File: config.mk
export PLATFORM = sky130hd
export DESIGN_NAME = game_tick_scheduler
export DESIGN_NICKNAME = d
export VERILOG_FILES = /design/src/rtl/game_tick_scheduler_pkg.sv /design/src/rtl/game_tick_scheduler_tick_prescaler.sv /design/src/rtl/game_tick_scheduler.sv
export SDC_FILE = /design/constraint.sdc
export NUM_CORES = 1
export LEC_CHECK = 0
export BUFFER_PORTS_ARGS = -buffer_cell sky130_fd_sc_hd__buf_2
export CELL_PAD_IN_SITES_DETAIL_PLACEMENT = 0
export CELL_PAD_IN_SITES_GLOBAL_PLACEMENT = 2
export CORE_MARGIN = 4
export CORE_UTILIZATION = 41
export CTS_BUF_LIST = sky130_fd_sc_hd__clkbuf_8
export CTS_CLUSTER_DIAMETER = 40
export DETAILED_ROUTE_END_ITERATION = 6
export PLACE_DENSITY_LB_ADDON = 0.1
export SLEW_MARGIN = 30
export SYNTH_ARGS = -nofsm -noshare
export SYNTH_HDL_FRONTEND = slang
export SYNTH_HIERARCHICAL = 1
export SYNTH_SLANG_ARGS = --single-unit
File: constraint.sdc
create_clock -name clk -period 3.8 [get_ports clk]
set_clock_uncertainty 0.1 [all_clocks]
set_input_delay 0.76 -clock clk [delete_from_list [all_inputs] [get_ports clk]]
set_output_delay 0.76 -clock clk [all_outputs]
set_load 0.03 [all_outputs]
File: src/rtl/game_tick_scheduler_pkg.sv
// Shared game constants: state encoding, state width and level limits.
package game_tick_scheduler_pkg;

  localparam int STATE_W = 2;
  localparam logic [2:0] LEVEL_MAX = 3'd7;

  typedef enum logic [STATE_W-1:0] {
    ST_IDLE   = 2'd0,
    ST_RUN    = 2'd1,
    ST_PAUSED = 2'd2,
    ST_OVER   = 2'd3
  } game_state_t;

  // Increment a difficulty level, sticking at LEVEL_MAX.
  function automatic logic [2:0] level_sat_inc(input logic [2:0] lvl);
    logic [2:0] nxt;
    if (lvl == LEVEL_MAX) begin
      nxt = LEVEL_MAX;
    end else begin
      nxt = lvl + 3'd1;
    end
    return nxt;
  endfunction

endpackage

File: src/rtl/game_tick_scheduler_tick_prescaler.sv
// Game-tick prescaler: counts 0..DIV-1 while enabled, flags the last count.
module tick_prescaler #(
  parameter int              DIV_W = 20,
  parameter logic [DIV_W-1:0] DIV  = 20'd833333
) (
  input  logic             clk,
  input  logic             rst,
  input  logic             clr,
  input  logic             en,
  output logic [DIV_W-1:0] count,
  output logic             wrap
);

  localparam logic [DIV_W-1:0] ONE  = {{(DIV_W-1){1'b0}}, 1'b1};
  localparam logic [DIV_W-1:0] LAST = DIV - ONE;

  logic [DIV_W-1:0] r_count;

  // Count while enabled, hold otherwise; clear has priority over counting.
  always_ff @(posedge clk or negedge rst) begin
    if (!rst) begin
      r_count <= {DIV_W{1'b0}};
    end else if (clr) begin
      r_count <= {DIV_W{1'b0}};
    end else if (en) begin
      if (r_count == LAST) begin
        r_count <= {DIV_W{1'b0}};
      end else begin
        r_count <= r_count + ONE;
      end
    end else begin
      r_count <= r_count;
    end
  end

  assign count = r_count;
  assign wrap  = en & (r_count == LAST);

endmodule

File: src/rtl/game_tick_scheduler.sv
// Game tick scheduler: game state machine, tick/pipe-spawn pulses and level.
module game_tick_scheduler
  import game_tick_scheduler_pkg::*;
#(
  parameter int               DIV_W      = 20,
  parameter logic [DIV_W-1:0] DIV        = 20'd833333,
  parameter logic [7:0]       PIPE_EVERY = 8'd90,
  parameter logic [7:0]       LVL_UP     = 8'd10
) (
  input  logic       clk,
  input  logic       rst,
  input  logic       start,
  input  logic       pause,
  input  logic       collision,
  output logic       tick_o,
  output logic       pipe_spawn_o,
  output logic [2:0] level_o,
  output logic [1:0] state_o
);

  localparam logic [DIV_W-1:0] ONE  = {{(DIV_W-1){1'b0}}, 1'b1};
  localparam logic [DIV_W-1:0] LAST = DIV - ONE;

  game_state_t      r_state;
  logic             r_start_prev;
  logic             r_start_arm;
  logic             r_pause_prev;
  logic [7:0]       r_pipe_cnt;
  logic [7:0]       r_spawn_cnt;
  logic [2:0]       r_level;

  logic             w_start_req;
  logic             w_pause_req;
  logic             w_clr;
  logic             w_run;
  logic             w_wrap;
  logic [DIV_W-1:0] w_presc_cnt;
  logic             w_tick;
  logic             w_spawn;

  // start only counts once it has been seen low since reset, so a button
  // held through reset release needs a fresh press.
  assign w_start_req = start & ~r_start_prev & r_start_arm;
  assign w_pause_req = pause & ~r_pause_prev;
  assign w_run       = (r_state == ST_RUN);

  // Counter clear on entry to RUN from IDLE or OVER (not on resume from pause).
  always_comb begin
    w_clr = 1'b0;
    case (r_state)
      ST_IDLE: w_clr = w_start_req;
      ST_OVER: w_clr = w_start_req;
      default: w_clr = 1'b0;
    endcase
  end

  tick_prescaler #(
    .DIV_W (DIV_W),
    .DIV   (DIV)
  ) u_prescaler (
    .clk   (clk),
    .rst   (rst),
    .clr   (w_clr),
    .en    (w_run),
    .count (w_presc_cnt),
    .wrap  (w_wrap)
  );

  // wrap is cross-qualified by the observed count as a consistency guard.
  assign w_tick  = w_wrap & (w_presc_cnt == LAST);
  assign w_spawn = w_tick & (r_pipe_cnt == (PIPE_EVERY - 8'd1));

  // Button edge-detect registers and the start re-arm flag.
  always_ff @(posedge clk or negedge rst) begin
    if (!rst) begin
      r_start_prev <= 1'b0;
      r_pause_prev <= 1'b0;
      r_start_arm  <= 1'b0;
    end else begin
      r_start_prev <= start;
      r_pause_prev <= pause;
      if (!start) begin
        r_start_arm <= 1'b1;
      end else begin
        r_start_arm <= r_start_arm;
      end
    end
  end

  // Game state machine; collision outranks pause in RUN.
  always_ff @(posedge clk or negedge rst) begin
    if (!rst) begin
      r_state <= ST_IDLE;
    end else begin
      case (r_state)
        ST_IDLE:   r_state <= w_start_req ? ST_RUN : ST_IDLE;
        ST_RUN: begin
          if (collision) begin
            r_state <= ST_OVER;
          end else if (w_pause_req) begin
            r_state <= ST_PAUSED;
          end else begin
            r_state <= ST_RUN;
          end
        end
        ST_PAUSED: r_state <= w_pause_req ? ST_RUN : ST_PAUSED;
        ST_OVER:   r_state <= w_start_req ? ST_RUN : ST_OVER;
        default:   r_state <= ST_IDLE;
      endcase
    end
  end

  // Pipe, spawn and level counters; they only move on ticks, which only occur in RUN.
  always_ff @(posedge clk or negedge rst) begin
    if (!rst) begin
      r_pipe_cnt  <= 8'd0;
      r_spawn_cnt <= 8'd0;
      r_level     <= 3'd0;
    end else if (w_clr) begin
      r_pipe_cnt  <= 8'd0;
      r_spawn_cnt <= 8'd0;
      r_level     <= 3'd0;
    end else if (w_tick) begin
      if (w_spawn) begin
        r_pipe_cnt <= 8'd0;
        if (r_spawn_cnt == (LVL_UP - 8'd1)) begin
          r_spawn_cnt <= 8'd0;
          r_level     <= level_sat_inc(r_level);
        end else begin
          r_spawn_cnt <= r_spawn_cnt + 8'd1;
          r_level     <= r_level;
        end
      end else begin
        r_pipe_cnt  <= r_pipe_cnt + 8'd1;
        r_spawn_cnt <= r_spawn_cnt;
        r_level     <= r_level;
      end
    end else begin
      r_pipe_cnt  <= r_pipe_cnt;
      r_spawn_cnt <= r_spawn_cnt;
      r_level     <= r_level;
    end
  end

  assign tick_o       = w_tick;
  assign pipe_spawn_o = w_spawn;
  assign level_o      = r_level;
  assign state_o      = r_state;

endmodule

# Word-level counts from Yosys, hierarchy flattened
# Index checks and enable logic that the tools add are counted.
# totals
word_cells	57
output_inout_bits	7
inputBits	5
regBits	44
# classes
n_bitwise	8
n_reduce_logical	8
n_addsub	4
mux	22
eq_ne	7
# ops
op	count
two-way mux 20 bit	3
two-way mux 8 bit	7
adder 20 x 1 -> 20 bit (second input constant)	1
== test 20 bit (second input constant)	1
adder 8 x 1 -> 8 bit (second input constant)	2
two-way mux 3 bit	5
== test 8 x 4 -> 1 bit (second input constant)	1
== test 8 x 7 -> 1 bit (second input constant)	1
two-way mux 2 bit	4
one-hot mux 2 bit (4 select lines)	1
nonzero test 2 bit	4
bitwise AND 1 bit	6
== test 2 bit (second input constant)	2
adder 3 x 1 -> 3 bit (second input constant)	1
== test 3 bit (second input constant)	1
AND reduction 3 bit	1
== test 2 x 1 -> 1 bit (second input constant)	1
logical NOT 2 bit	1
two-way mux 1 bit	2
inverter 1 bit	2
AND reduction 2 bit	1
OR reduction 2 bit	1

# Logic depth before layout (Yosys ltp)
# logic_depth
word_depth	7
depth_mapped	12
ltp_nobuf	11

# Cells and area by module
# Netlist, hierarchy kept.
# by_module_without_submodules
module	area_each_um2	instances	cells_per_inst	seq_area_each_um2
game_tick_scheduler	1427.6	1	144	600.6
tick_prescaler	1094.8	1	117	500.5

# Least setup slack after synthesis
# No wires, ideal clock.
# synth_path
path_kind	register -> output
startpoint	reg u_prescaler.r_count[11] (netlist: u_prescaler/count[11])
endpoint	out tick_o
n_path_buf	2
required_time_ns	2.940
stages_incl_launch_ff	9
arrival_time_ns	2.670
setup_slack_ns	0.270
path_cell_list	dfrtp_1 -> or4_1 -> or4_4 -> nor2_1 -> and4b_1 -> nand4_1 -> clkbuf_1 -> nor2_1 -> clkbuf_1
# synth_via
elab_chain_len	3
# synth_rtl
element	line	text
start: declaration	game_tick_scheduler_tick_prescaler.sv:17	logic [DIV_W-1:0] r_count;
start signal: assignment	game_tick_scheduler_tick_prescaler.sv:22	r_count <= {DIV_W{1'b0}};
start signal: assignment	game_tick_scheduler_tick_prescaler.sv:24	r_count <= {DIV_W{1'b0}};
start signal: assignment	game_tick_scheduler_tick_prescaler.sv:27	r_count <= {DIV_W{1'b0}};
== test 20 bit	game_tick_scheduler_tick_prescaler.sv:37	assign wrap = en & (r_count == LAST);
bitwise AND 1 bit	game_tick_scheduler_tick_prescaler.sv:37	
net w_wrap	game_tick_scheduler.sv:36	logic w_wrap;
bitwise AND 1 bit	game_tick_scheduler.sv:70	assign w_tick = w_wrap & (w_presc_cnt == LAST);
end: declaration	game_tick_scheduler.sv:15	output logic tick_o,
# The timed path passes the listed nets, and every way through them passes these cells.

# Worst setup path after layout
# layout_path
startpoint	reg u_prescaler.r_count[6] (netlist: u_prescaler/count[6])
endpoint	out pipe_spawn_o
# layout_via
elab_chain_len	4
# layout_rtl
element	line	text
== test 20 bit	game_tick_scheduler_tick_prescaler.sv:37	
bitwise AND 1 bit	game_tick_scheduler_tick_prescaler.sv:37	
net w_wrap	game_tick_scheduler.sv:36	
bitwise AND 1 bit	game_tick_scheduler.sv:70	
bitwise AND 1 bit	game_tick_scheduler.sv:71	assign w_spawn = w_tick & (r_pipe_cnt == (PIPE_EVERY - 8'd1));
end: declaration	game_tick_scheduler.sv:16	output logic pipe_spawn_o,
# The timed path passes the listed nets, and every way through them passes these cells.

==> flow_summary_export.csv <==
group,metric,value,unit
outcome,status,"complete, no violations",
timing,final-hold-violation-count,0,
cts,insertion_delay,0.29,ns
power_and_ir_drop,leakagePower,1.22,nW
place,placement.io_buffers,11,
finish,multi_input_area,1340,sq um
cts,htree_levels,2,
floorplan,ios,12,
power_and_ir_drop,ir_worst_vdd,0.192,mV
cts,clk_pin_slew,0.08,ns
timing,min_period_over_period,95.7,%
floorplan,rows,28,
timing,max_slew.worst_pin.slew,0.601,ns
route,drt-total-wl,5.33,mm
finish,syn_to_final_growth,11.1,%
worst_setup_path,reg2regPathDepth,8,
cts,cts_hold_buf,0,
synth,yosysWarnings,6,
synth,ys_seq_area_share,43.7,%
place,placed_cell_area,2670,sq um
synth,syn_avg_cell_area,9.66,sq um
route,dr.pass1.iters,4,
place,gp_congestion,0.776,
cts,numCtsBuffers,5,
synth,synth_mux_area_share,1.39,%
worst_setup_path,critPathMaxFanout,6,
cts,cts_tree,"built",
finish,finalNetCount,295,
timing,fmax,275,MHz
worst_setup_path,critPathKind,"reg -> out",
finish,regArea,1100,sq um
cts,clockRootBuffer,"clkbuf_8",
synth,postSynthCellCount,261,
route,antenna_left,0,
timing,setup-tns-final,0,ns
worst_setup_path,worst_path_largest_cell_delay,0.52,ns
worst_setup_path,crit_chain,"or4_1, or4_4, nor2_2, and4b_1, nand4_1, or3_4, inv_6, buf_6",
finish,num-fill-cells,578,
grt,grt_pass1_vias,1995,
worst_setup_path,r2r-end,"r_spawn_cnt[2]",
timing,max_slew_margin,59.9,%
grt,grt_usage,15.9,%
finish,mostFrequentLayoutCells,"44 x dfrtp_1, 36 x nor2_1, 20 x nand2_1",
synth,synth-seq-cells,44,
floorplan,die-height,86.4,microns
worst_setup_path,required,2.94,ns
grt,grt_max_degree,45,
timing,slew_viol_final,0,
floorplan,start_util,42.4,%
cts,clock_sinks,44,
synth,async_flop_share,100,%
job,maxCapViolCount,0,
grt,antenna_found_initial,0,
place,dp_cells,344,
grt,grt-ovfl-total,0,
finish,fin_area,2800,sq um
synth,synth_fp_nets,277,
route,vias_per_cell,5.42,
worst_setup_path,r2r_slack,0.73,ns
finish,diodes,0,
synth,synth-edff-count,0,
synth,synth-simple-area-share,28.3,%
worst_setup_path,end_kind,"output port",
floorplan,dieArea,7470,sq um
worst_setup_path,endpoint,"pipe_spawn_o",
route,first_iter_violations,60,
synth,synth-xor-area-share,6.94,%
route,num_vias,1923,
route,drc,0,
timing,min_period,3.64,ns
floorplan,coreArea,5960,sq um
grt,grt_pass1_wl,9.47,mm
synth,ys.flop_type,"dfrtp_1",
finish,drive_above_1_share,13.9,%
worst_setup_path,arrival,2.78,ns
min_path,min-delay-path-class,"in -> async",
place,post-dp-hpwl,3.80,mm
worst_setup_path,critPathSlowestCell,"or4_1",
cts,clock_path_buffers,2,
worst_setup_path,startpoint_type,"register",
synth,synth_area,2520,sq um
floorplan,die_w,86.4,microns
worst_setup_path,cp-startpoint,"u_prescaler/count[6]",
timing,setup_violations,0,
synth,synth_cell_type_count,53,
worst_setup_path,r2r_start,"u_prescaler/count[6]",
finish,fin_util,47.0,%
route,routedWlPerCell,15.0,microns
finish,final_common_cell,"dfrtp_1",
finish,instances_no_fill,355,
synth,synth_top_family_by_area,"simple AND/OR/NAND/NOR gates",
synth,synth_fa_ha_area_share,5.46,%
synth,synth-compound-area-share,10.9,%
power_and_ir_drop,power.density_cell_area,409,nW/um^2
timing,rsz0062_at_grt,"no",
## where the power goes
part	total, mW	internal [mW]	switching [mW]
clock network	0.296	0.143	0.153
registers	0.542	0.501	0.0405
logic	0.307	0.112	0.195
total	1.15	0.757	0.389
## state kept, by name, indices dropped and copies added, names as in the netlist
register	count
r_start_prev	1
level_o	3
state_o	2
u_prescaler/count	20
r_pipe_cnt	8
r_pause_prev	1
r_start_arm	1
r_spawn_cnt	8
## per-stage QoR
| stage | power, mW | setup WS, ns | hold WS (ns) |
|---|---|---|---|
| after detailed placement | 0.860 | 0.272 | 0.354 |
| after CTS | 1.17 | 0.00790 | 0.374 |
| after global routing | 1.24 | 0.0400 | 0.403 |
| after floorplan | 0.774 | 0.270 | 0.335 |
| after global placement | 0.868 | 0.311 | 0.354 |
| final | 1.15 | 0.165 | 0.347 |
## cells in the mapped netlist, drive strengths merged (3+ instances only)
cell type | n | area (sq um)
a21oi | 7 | 35.0
a31oi | 7 | 43.8
a41oi | 3 | 26.3
and3 | 7 | 43.8
buf | 3 | 20.0
clkbuf | 5 | 18.8
dfrtp | 44 | 1100
ha | 11 | 138
inv | 11 | 41.3
nand2 | 20 | 75.1
nand3 | 13 | 65.1
nand4 | 6 | 37.5
nor2 | 37 | 139
nor3 | 5 | 25.0
nor4 | 5 | 31.3
nor4b | 5 | 73.8
nor4bb | 3 | 30.0
o21ai | 7 | 38.8
or3 | 4 | 30.0
or4 | 3 | 26.3
xnor2 | 13 | 114
xor2 | 7 | 61.3
## cell families (layout without fill, tap and decap cells)
group / after synthesis / in the layout
simple gates: 125 / 125
flops: 44 / 44
compound gates: 38 / 38
xor+xnor: 20 / 20
buf+inv: 20 / 39
fa+ha+maj: 11 / 11
mux: 3 / 3
## repair_timing
item / in CTS / in global routing
gates cloned: 0 / 0
resized for setup: 2 / 5
pin swaps: 0 / 2
setup endpoints to repair: 1 / 2
buffers inserted: 0 / 3
## area by class of cell
type	count	area share (%)
clock inverter	2	0.268
sequential	44	39.3
timing repair buffer	19	4.42
clock buffer	6	2.95
inverter	12	1.79
multi-input combinational	197	47.9
tap	75	3.35
## metal layers
| metal | up-vias | wire, microns | GRT usage (%) |
|---|---|---|---|
| li1 | 983 | - | - |
| met1 | 917 | 2530 | 20.5 |
| met2 | 16 | 2620 | 26.8 |
| met3 | 7 | 115 | 3.04 |
| met4 | 0 | 65 | 5.24 |
| met5 | - | 0 | 0 |
## worst max-delay path: cells and delay by family (launching register included)
family	cells	cell delay, ns
buffers and inverters	2	0.22
and+or+nand+nor	6	1.83
DFF	1	0.44
## worst min path at each step
stage,from,endpoint,slack (ns),depth (start not counted)
2_1_floorplan,r_start_arm,r_start_arm,0.34,1
3_3_place_gp,r_start_arm,r_start_arm,0.35,1
3_5_place_dp,r_start_arm,r_start_arm,0.35,1
4_1_cts,r_start_arm,r_start_arm,0.37,1
5_1_grt,rst,r_spawn_cnt[6],0.40,1
6_report,rst,r_spawn_cnt[3],0.35,1
No activity file was read; power rests on OpenSTA's default activity.
